## src/rtl/lc2k_pkg.sv

```systemverilog
// Shared LC2K types and instruction field layout for the multi-cycle controller.
package lc2k_pkg;

    typedef enum logic [2:0] {
        OpAdd  = 3'd0,
        OpNor  = 3'd1,
        OpLw   = 3'd2,
        OpSw   = 3'd3,
        OpBeq  = 3'd4,
        OpJalr = 3'd5,
        OpHalt = 3'd6,
        OpNoop = 3'd7
    } opcode_e;

    typedef enum logic [2:0] {
        StFetch,
        StDecode,
        StExec,
        StMem,
        StWb,
        StHalt
    } state_e;

    localparam int unsigned OPCODE_LSB = 22;
    localparam int unsigned REGA_LSB   = 19;
    localparam int unsigned REGB_LSB   = 16;
    localparam int unsigned DEST_LSB   = 0;
    localparam int unsigned OFFSET_LSB = 0;
    localparam int unsigned OFFSET_W   = 16;
    localparam int unsigned REG_W      = 3;

    function automatic logic [31:0] sext_offset(input logic [OFFSET_W-1:0] off);
        return {{(32 - OFFSET_W){off[OFFSET_W-1]}}, off};
    endfunction

endpackage

```

## src/rtl/lc2k_alu.sv

```systemverilog
// Combinational LC2K ALU: sum, bitwise nor and equality of two 32-bit operands.
module lc2k_alu (
    input  logic [31:0] a_i,
    input  logic [31:0] b_i,
    output logic [31:0] sum_o,
    output logic [31:0] nor_o,
    output logic        eq_o
);

    assign sum_o = a_i + b_i;
    assign nor_o = ~(a_i | b_i);
    assign eq_o  = (a_i == b_i);

endmodule

```

## src/rtl/lc2k_multicycle_ctrl.sv

```systemverilog
// Multi-cycle LC2K sequencer driving an external register file and a ready-handshake memory.
// Optional macro LC2K_PERF_CNT_EN adds a retired-instruction counter output.
module lc2k_multicycle_ctrl
    import lc2k_pkg::*;
#(
    parameter int unsigned ADDR_W = 16
) (
    input  logic              clk,
    input  logic              reset,
    output logic              mem_req,
    output logic              mem_we,
    output logic [ADDR_W-1:0] mem_addr,
    output logic [31:0]       mem_wdata,
    input  logic [31:0]       mem_rdata,
    input  logic              mem_ready,
    output logic [2:0]        read_regA,
    output logic [2:0]        read_regB,
    input  logic [31:0]       aluValA,
    input  logic [31:0]       regBvalue,
    output logic [2:0]        write_reg,
    output logic [31:0]       write_value,
    output logic              CONTROL_ENABLE_REG_WRITE,
    output logic              halted
`ifdef LC2K_PERF_CNT_EN
    ,
    output logic [31:0]       retired_count
`endif
);

    state_e            state_q, state_d;
    logic [ADDR_W-1:0] pc_q, pc_d;
    logic [ADDR_W-1:0] tgt_q, tgt_d;
    logic [31:0]       ir_q, ir_d;
    logic [31:0]       alu_out_q, alu_out_d;
    logic [31:0]       mdr_q, mdr_d;

    opcode_e           op;
    logic [REG_W-1:0]  reg_a, reg_b, dest;
    logic [31:0]       offset_ext;
    logic [31:0]       alu_b, alu_sum, alu_nor;
    logic              alu_eq;

    assign op         = opcode_e'(ir_q[OPCODE_LSB +: 3]);
    assign reg_a      = ir_q[REGA_LSB +: REG_W];
    assign reg_b      = ir_q[REGB_LSB +: REG_W];
    assign dest       = ir_q[DEST_LSB +: REG_W];
    assign offset_ext = sext_offset(ir_q[OFFSET_LSB +: OFFSET_W]);

    logic unused_ir;
    assign unused_ir = ^ir_q[31:25];

    // Memory ops add the offset; add/nor/beq use the second register operand.
    assign alu_b = (op == OpLw || op == OpSw) ? offset_ext : regBvalue;

    lc2k_alu u_alu (
        .a_i   (aluValA),
        .b_i   (alu_b),
        .sum_o (alu_sum),
        .nor_o (alu_nor),
        .eq_o  (alu_eq)
    );

    always_ff @(posedge clk) begin
        if (reset) begin
            state_q   <= StFetch;
            pc_q      <= '0;
            tgt_q     <= '0;
            ir_q      <= '0;
            alu_out_q <= '0;
            mdr_q     <= '0;
        end else begin
            state_q   <= state_d;
            pc_q      <= pc_d;
            tgt_q     <= tgt_d;
            ir_q      <= ir_d;
            alu_out_q <= alu_out_d;
            mdr_q     <= mdr_d;
        end
    end

    always_comb begin
        state_d     = state_q;
        pc_d        = pc_q;
        tgt_d       = tgt_q;
        ir_d        = ir_q;
        alu_out_d   = alu_out_q;
        mdr_d       = mdr_q;
        mem_req     = 1'b0;
        mem_we      = 1'b0;
        mem_addr    = '0;
        mem_wdata   = '0;
        read_regA   = '0;
        read_regB   = '0;
        write_reg   = '0;
        write_value = '0;
        CONTROL_ENABLE_REG_WRITE = 1'b0;
        halted      = 1'b0;

        unique case (state_q)
            StFetch: begin
                mem_req  = 1'b1;
                mem_addr = pc_q;
                if (mem_ready) begin
                    ir_d    = mem_rdata;
                    state_d = StDecode;
                end
            end
            StDecode: begin
                read_regA = reg_a;
                read_regB = reg_b;
                pc_d      = pc_q + ADDR_W'(1);
                state_d   = (op == OpHalt) ? StHalt : StExec;
            end
            StExec: begin
                read_regA = reg_a;
                read_regB = reg_b;
                case (op)
                    OpAdd: begin
                        alu_out_d = alu_sum;
                        state_d   = StWb;
                    end
                    OpNor: begin
                        alu_out_d = alu_nor;
                        state_d   = StWb;
                    end
                    OpLw, OpSw: begin
                        alu_out_d = alu_sum;
                        state_d   = StMem;
                    end
                    OpBeq: begin
                        if (alu_eq) pc_d = pc_q + offset_ext[ADDR_W-1:0];
                        state_d = StFetch;
                    end
                    OpJalr: begin
                        // Target is captured before writeback so jalr rX rX jumps to the old rX.
                        alu_out_d = 32'(pc_q);
                        tgt_d     = aluValA[ADDR_W-1:0];
                        state_d   = StWb;
                    end
                    default: state_d = StFetch;
                endcase
            end
            StMem: begin
                read_regA = reg_a;
                read_regB = reg_b;
                mem_req   = 1'b1;
                mem_addr  = alu_out_q[ADDR_W-1:0];
                mem_we    = (op == OpSw);
                mem_wdata = regBvalue;
                if (mem_ready) begin
                    if (op == OpSw) begin
                        state_d = StFetch;
                    end else begin
                        mdr_d   = mem_rdata;
                        state_d = StWb;
                    end
                end
            end
            StWb: begin
                read_regA   = reg_a;
                read_regB   = reg_b;
                CONTROL_ENABLE_REG_WRITE = 1'b1;
                write_reg   = (op == OpAdd || op == OpNor) ? dest : reg_b;
                write_value = (op == OpLw) ? mdr_q : alu_out_q;
                if (op == OpJalr) pc_d = tgt_q;
                state_d = StFetch;
            end
            StHalt: halted = 1'b1;
            default: state_d = StFetch;
        endcase

        // A reset cycle must never launch a transaction or a register write.
        if (reset) begin
            mem_req = 1'b0;
            mem_we  = 1'b0;
            CONTROL_ENABLE_REG_WRITE = 1'b0;
        end
    end

`ifdef LC2K_PERF_CNT_EN
    logic        retire;
    logic [31:0] retired_q;

    always_comb begin
        retire = 1'b0;
        unique case (state_q)
            StDecode: retire = (op == OpHalt);
            StExec:   retire = (op == OpBeq || op == OpNoop);
            StMem:    retire = (op == OpSw) && mem_ready;
            StWb:     retire = 1'b1;
            default:  retire = 1'b0;
        endcase
    end

    always_ff @(posedge clk) begin
        if (reset) begin
            retired_q <= '0;
        end else if (retire) begin
            retired_q <= retired_q + 32'd1;
        end
    end

    assign retired_count = retired_q;
`endif

endmodule

```

## config.mk

```make
export PLATFORM = sky130hd
export DESIGN_NAME = lc2k_multicycle_ctrl
export DESIGN_NICKNAME = d
export VERILOG_FILES = /design/src/rtl/lc2k_pkg.sv /design/src/rtl/lc2k_alu.sv /design/src/rtl/lc2k_multicycle_ctrl.sv
export SDC_FILE = /design/constraint.sdc
export NUM_CORES = 1
export LEC_CHECK = 0
export ABC_AREA = 1
export CAP_MARGIN = 20
export CORE_MARGIN = 4
export CORE_UTILIZATION = 48
export DETAILED_ROUTE_END_ITERATION = 8
export DONT_BUFFER_PORTS = 1
export GPL_ROUTABILITY_DRIVEN = 0
export PLACE_DENSITY = 0.71
export SLEW_MARGIN = 20
export SYNTH_ARGS = -nofsm -noshare
export SYNTH_HDL_FRONTEND = slang
export SYNTH_SLANG_ARGS = --single-unit
```

## constraint.sdc

```tcl
create_clock -name clk -period 2.95 [get_ports clk]
set_input_delay 0.59 -clock clk [delete_from_list [all_inputs] [get_ports clk]]
set_output_delay 0.59 -clock clk [all_outputs]
set_load 0.01 [all_outputs]
```

==> out/results.txt, run 1 <==
status - completed
CP Data Required Time - 2.36 ns
Reg2Reg Depth - 16
Hold Path Sink - pc_q[12]
core area - 20960 um2
fin cells - 2032
Setup WS post-layout - 0.1289 ns
final hold slack - 0.2355 ns
unrepaired setup endpoints after global routing - true
number of synthesized flops with an enable pin - 0
Slew headroom - 0.4436
#FFs+latches synth - 124
number of max-cap violations - 0
clk buf depth - 2
asr flop ratio synth - 0
htree depth - 4
worst skew pair latency - 0.43 ns
CP max stage cell - nor4_2
hold crit path type - input pin to register
clk slew on worst S/H paths - 0.06 ns
reg-to-reg slack, setup - 0.18 ns
reg-to-reg critical path startpoint - ir_q[22]
GR Overflow Total - 0
Pwr Total - 8.693 mW
Post-Syn Instances - 1735
Post-DP Area - 10700 um2
GRT Total Usage - 0.2951
antenna fix cells - 0
setup_tns - 0 ns
synth unique cells - 43
CTS tree - done
first-pass GRT wire length - 56030 um
final net count - 1923
share of layout cells above drive strength 1 - 0.09391
Total Wirelength - 36260 um
CP arrival - 2.23 ns
Leak Pwr - 5.735 nW
crit start category - register
area grow syn2layout - 13.42%
clk sinks - 124
antenna violations before repair - 0
Pwr Density - 752.2 nW/um2
hold path depth - 1
final hold vios - 0
mapped cell area - 10190 um2
routed vias/inst - 5.588
syn nets - 1914
DR pass1 iterations - 8
register area share after synthesis - 0.2436
num rows - 53
die area - 23620 um2
DRC violations left - 0
Synth Flop Type - dfxtp_1
total CTS buffers - 17
most frequent CP cell - inv_2
DRT antenna net count - 0
max incr delay on CP - 0.61 ns
post-route cell area - 11560 um2
Root Buffer - clkbuf_16
Tmin final - 2.821 ns
commonest non-fill, non-tap cells in the layout - nand2_1 (378), inv_1 (343), a21oi_1 (198)
final core utilization - 0.5515
VDD IR max - 0.5011 mV
Worst Skew - 0.01217 ns
placed insts - 1994
vias in the first global route - 10.60k
vias - 11.36k
kind of critical path - register to output port
Crit Path Max Fanout - 10
Avg Cell Area, Syn - 5.872 um2
fmax - 0.3545 GHz
dpl hpwl - 28160 um
Initial Util - 0.4862
1st-iter DRT viols - 1162
CP endpoint kind - output port
DR WL/cell - 17.84 um
Die Y-Extent - 153.7 um
period utilization - 0.9563
largest net degree at the start of global routing - 117
Die X - 153.7 um
Worst Max-Slew Pin Slew - 0.8282 ns
HP Start - reset
R2R Path End - alu_out_q[26]
commonest non-fill, non-tap cell in the layout - nand2_1
Ys Warns - 0
Port-buffer cells - 0
dpl ws - -0.02882 ns
Slew Limit Fails - 0
Critical Path, Cell by Cell - inv_2 > nand3_4 > inv_2 > buf_4 > nor4_2 > nor2_1
final setup violation count - 0
Boundary Pins - 192
## worst max-delay path, delay by kind of cell, from the launching register on
kind | cells | cell delay (ns)
buf+inv | 3 | 0.37
flops | 1 | 0.43
simple gates | 3 | 1.00
## kinds of logic (layout without fill, tap and decap cells)
kind of cell / count (synthesis) / after routing / share of synthesized area
AOI/OAI and AO/OA: 447 / 447 / 0.2276
xor gates and xnor gates: 4 / 4 / 0.003439
adders and majority gates: 80 / 80 / 0.09972
buffers and inverters: 427 / 448 / 0.1608
DFF: 124 / 124 / 0.2436
and+or+nand+nor: 653 / 654 / 0.2649
## sequential cells by signal (all words and copies together) (netlist names)
register	cells
alu_out_q	32
mdr_q	32
ir_q	25
pc_q	16
tgt_q	16
state_q	3
## layer usage
layer / share of wire / routed length (um) / global-route usage / vias up
met2: 0.46 / 16540 / 0.4851 / 576
met3: 0.090 / 3245 / 0.06670 / 116
met5: 0 / 0 / 0 / -
met1: 0.39 / 14100 / 0.3553 / 5151
met4: 0.065 / 2374 / 0.1674 / 0
li1: - / - / - / 5512
## worst max path at each step
| stage | start | end | slack, ns | cells after the start |
|---|---|---|---|---|
| 2_1_floorplan | ir_q[24] | alu_out_q[13] | 0.23 | 19 |
| 3_5_place_dp | ir_q[24] | alu_out_q[15] | -0.03 | 16 |
| 4_1_cts | ir_q[24] | alu_out_q[30] | 0.01 | 19 |
| 5_1_grt | ir_q[24] | alu_out_q[30] | -0.02 | 19 |
| 3_3_place_gp | ir_q[24] | alu_out_q[30] | 0.07 | 16 |
| 6_report | state_q[2] | read_regB[2] | 0.13 | 6 |
## cells in the mapped netlist (2+ instances only)
| master | number | share of area |
|---|---|---|
| clkinv_1 | 2 | 0.00074 |
| o211ai_1 | 2 | 0.0015 |
| xnor2_1 | 3 | 0.0026 |
| a21o_1 | 3 | 0.0022 |
| nand3b_1 | 2 | 0.0015 |
| nand3_1 | 80 | 0.039 |
| buf_2 | 9 | 0.0044 |
| a21oi_1 | 201 | 0.099 |
| nand2_1 | 387 | 0.14 |
| inv_1 | 349 | 0.13 |
| a31oi_1 | 7 | 0.0043 |
| ha_1 | 78 | 0.096 |
| or2_2 | 7 | 0.0043 |
| nand4_1 | 12 | 0.0074 |
| fa_1 | 2 | 0.0039 |
| inv_2 | 7 | 0.0026 |
| a221oi_1 | 9 | 0.0077 |
| o21ai_1 | 2 | 0.00098 |
| o21bai_1 | 2 | 0.0015 |
| nor2_1 | 141 | 0.052 |
| o22ai_1 | 3 | 0.0018 |
| buf_4 | 3 | 0.0022 |
| nand2_2 | 2 | 0.0012 |
| nor3_1 | 13 | 0.0064 |
| and2_1 | 2 | 0.0012 |
| o21ai_0 | 215 | 0.11 |
| dfxtp_1 | 124 | 0.24 |
| clkbuf_1 | 52 | 0.019 |
| clkbuf_2 | 2 | 0.00098 |
## what timing repair did
item / in CTS / in global routing
cloned: 0 / 2
pin swaps: 0 / 8
setup buffers: 0 / 4
hold buffers: 0 / 0
endpoints found under the setup margin: 29 / 49
resized for setup: 6 / 78
## layout make-up
class | count | area [um2]
clock buffer | 19 | 442.9
sequential | 124 | 2482
timing repair buffer | 57 | 503.0
clock inverter | 13 | 143.9
inverter | 359 | 1353
multi-input combinational | 1185 | 6287
tap | 275 | 344.1
fill | 2147 | 9399
## report_power, final
| group | total (mW) | switching, mW | internal (mW) | leakage, nW |
|---|---|---|---|---|
| registers | 2.23 | 0.275 | 1.96 | 1.01 |
| logic | 4.36 | 2.89 | 1.47 | 4.45 |
| clock network | 2.10 | 0.836 | 1.27 | 0.276 |
| total | 8.69 | 4.00 | 4.69 | 5.73 |
(Power assumes the default switching activity.)
==> inputs of run 2 (changes only) <==
==> constraint.sdc (replaced) <==
create_clock -name clk -period 3.3 [get_ports clk]
set_input_delay 0.66 -clock clk [delete_from_list [all_inputs] [get_ports clk]]
set_output_delay 0.66 -clock clk [all_outputs]
set_load 0.01 [all_outputs]
==> run 2 against run 1 <==
  * Hold slack better by 0.068 ns
  * Clock power shrank 8%
  * Clock skew about the same
  * Worst setup slack improved by 0.039 ns
  * Sequential cell count unchanged
==> out/results.txt, run 2 (synthesized netlist as in run 1, its figures left out) <==
1st-iter DRT viols - 1105 (-4.9%)
CP max stage cell - ha_1
clk sinks - 124 (unchanged)
CP startpoint - ir_q[24]
GR Overflow Total - 0 (unchanged)
DR pass1 iterations - 6 (-2)
postcts setup bufs - 0 (unchanged)
Port-buffer cells - 0 (unchanged)
GRT Total Usage - 0.2910 (-0.004048)
period utilization - 0.9492
VDD IR max - 0.3874 mV (-23%)
Slew Limit Fails - 0 (unchanged)
first-pass GRT wire length - 55050 um (-1.8%)
total CTS buffers - 17 (unchanged)
commonest non-fill, non-tap cell in the layout - nand2_1
Critical Path, Cell by Cell - inv_1 > nand3_1 > nand2_2 > nand2_1 > buf_4 > o21ai_0 > ha_1 > nand2_1 > nor2_1 > inv_1 > nor2_1 > nand4_1 > nand4_1 > nand3_1 > a21oi_1
Top Registers - alu_out_q: 32 flops, mdr_q: 32 flops, ir_q: 25 flops
DRT antenna net count - 0 (unchanged)
Tmin final - 3.132 ns
Die Y-Extent - 153.7 um (unchanged)
final hold vios - 0 (unchanged)
reg-to-reg critical path startpoint - ir_q[24]
DR WL/cell - 17.84 um (about the same)
CP arrival - 3.48 ns (+1.25 ns)
CTS tree - done
num rows - 53 (unchanged)
die area - 23620 um2 (unchanged)
Pwr Total - 7.553 mW (-13%)
commonest non-fill, non-tap cells in the layout - nand2_1 (385), inv_1 (348), o21ai_0 (208)
# hold bufs at CTS - 0 (unchanged)
number of max-cap violations - 0 (unchanged)
fmax - 0.3193 GHz
dpl hpwl - 28220 um (+0.22%)
Die X - 153.7 um (unchanged)
final net count - 1891 (-1.7%)
core area - 20960 um2 (unchanged)
largest net degree at the start of global routing - 65 (-44%)
DRC violations left - 0 (unchanged)
kind of critical path - register to register
share of layout cells above drive strength 1 - 0.05217 (-0.04174)
Pwr Density - 679.6 nW/um2 (-9.7%)
CP endpoint kind - register
Slew headroom - 0.3031 (-0.1405)
htree depth - 4 (unchanged)
final setup violation count - 0 (unchanged)
antenna fix cells - 0 (unchanged)
vias in the first global route - 10.44k (-1.5%)
status - completed
HP Start - reset
hold crit path type - input pin to register
Worst Skew - 0.01245 ns (+0.0002746 ns)
Crit Path Max Fanout - 14 (+4)
Root Buffer - clkbuf_16
setup_tns - 0 ns (unchanged)
clk slew on worst S/H paths - 0.06 ns (about the same)
antenna violations before repair - 0 (unchanged)
routed vias/inst - 5.533 (-0.99%)
worst skew pair latency - 0.42 ns (about the same)
Initial Util - 0.4862 (unchanged)
Worst Max-Slew Pin Slew - 1.036 ns (+0.2076 ns)
Boundary Pins - 192 (unchanged)
clk buf depth - 2 (unchanged)
CP Data Required Time - 3.64 ns (+1.28 ns)
crit start category - register
vias - 11.07k (-2.5%)
Total Wirelength - 35670 um (-1.6%)
max incr delay on CP - 0.41 ns (-0.20 ns)
Leak Pwr - 5.558 nW (-3.1%)
area grow syn2layout - 9.087%
## run 2: cell types whose count changed in the layout (fill, tap and decap cells not counted), sizes merged
cell,previous run,this run
buf,56,25
clkinvlp,4,3
bufinv,2,3
nor2,144,143
## run 2: per-layer routing
metal  part of all wire  vias up  track usage
met1               0.39     4963       0.3479
met2               0.46      542       0.4886
li1                   -     5440            -
met5                  0        -            0
met4              0.063        0       0.1690
met3              0.083      121      0.05348
## run 2: area by class of cell
type	instances	area (um2)
well taps	275	344.1
fillers	2218	9841
repair buffers	26	225.2
inverters	359	1353
clock buffers	19	442.9
flip-flops and latches	124	2482
clock inverters	13	166.4
multi-input cells	1184	6101
## run 2: final timing paths
| kind | to | slack, ns | cells after the start |
|---|---|---|---|
| worst max-delay path | alu_out_q[19] | 0.17 | 15 |
| worst min-delay path | pc_q[10] | 0.30 | 1 |
| worst max register to register | alu_out_q[19] | 0.17 | 15 |
| worst min register to register | mdr_q[10] | 0.44 | 2 |
## run 2: where the power goes
part,switching (mW),internal (mW)
clock network,0.726,1.21
registers,0.254,1.75
logic,2.48,1.13
total,3.46,4.09
## run 2: repair_timing
item                       CTS  global route
gates resized for setup      1            14
setup endpoints to repair    1            30
cloned                       0             1
hold endpoints to repair     0             0
pin swaps                    0             0
## run 2: worst max-delay path, delay by kind of cell (launching register included)
| family | cells | cell delay, ns |
|---|---|---|
| simple gates | 9 | 1.51 |
| compound gates | 2 | 0.30 |
| buf+inv | 3 | 0.42 |
| flops | 1 | 0.39 |
| fa+ha+maj | 1 | 0.41 |
## run 2: per-stage QoR
step	instance area [um2]	hold WS (ns)	cells	util	setup WS, ns
after floorplan	10190	0.4205	1735	-	0.5754
after global routing	11110	0.2948	2000	0.5304	-0.002155
after global placement	10460	0.4287	1967	0.4989	0.09564
after CTS	11060	0.2937	1999	0.5280	0.05248
after detailed placement	10460	0.4323	1967	0.4989	0.01106
final	11110	0.3037	2000	0.5304	0.1678
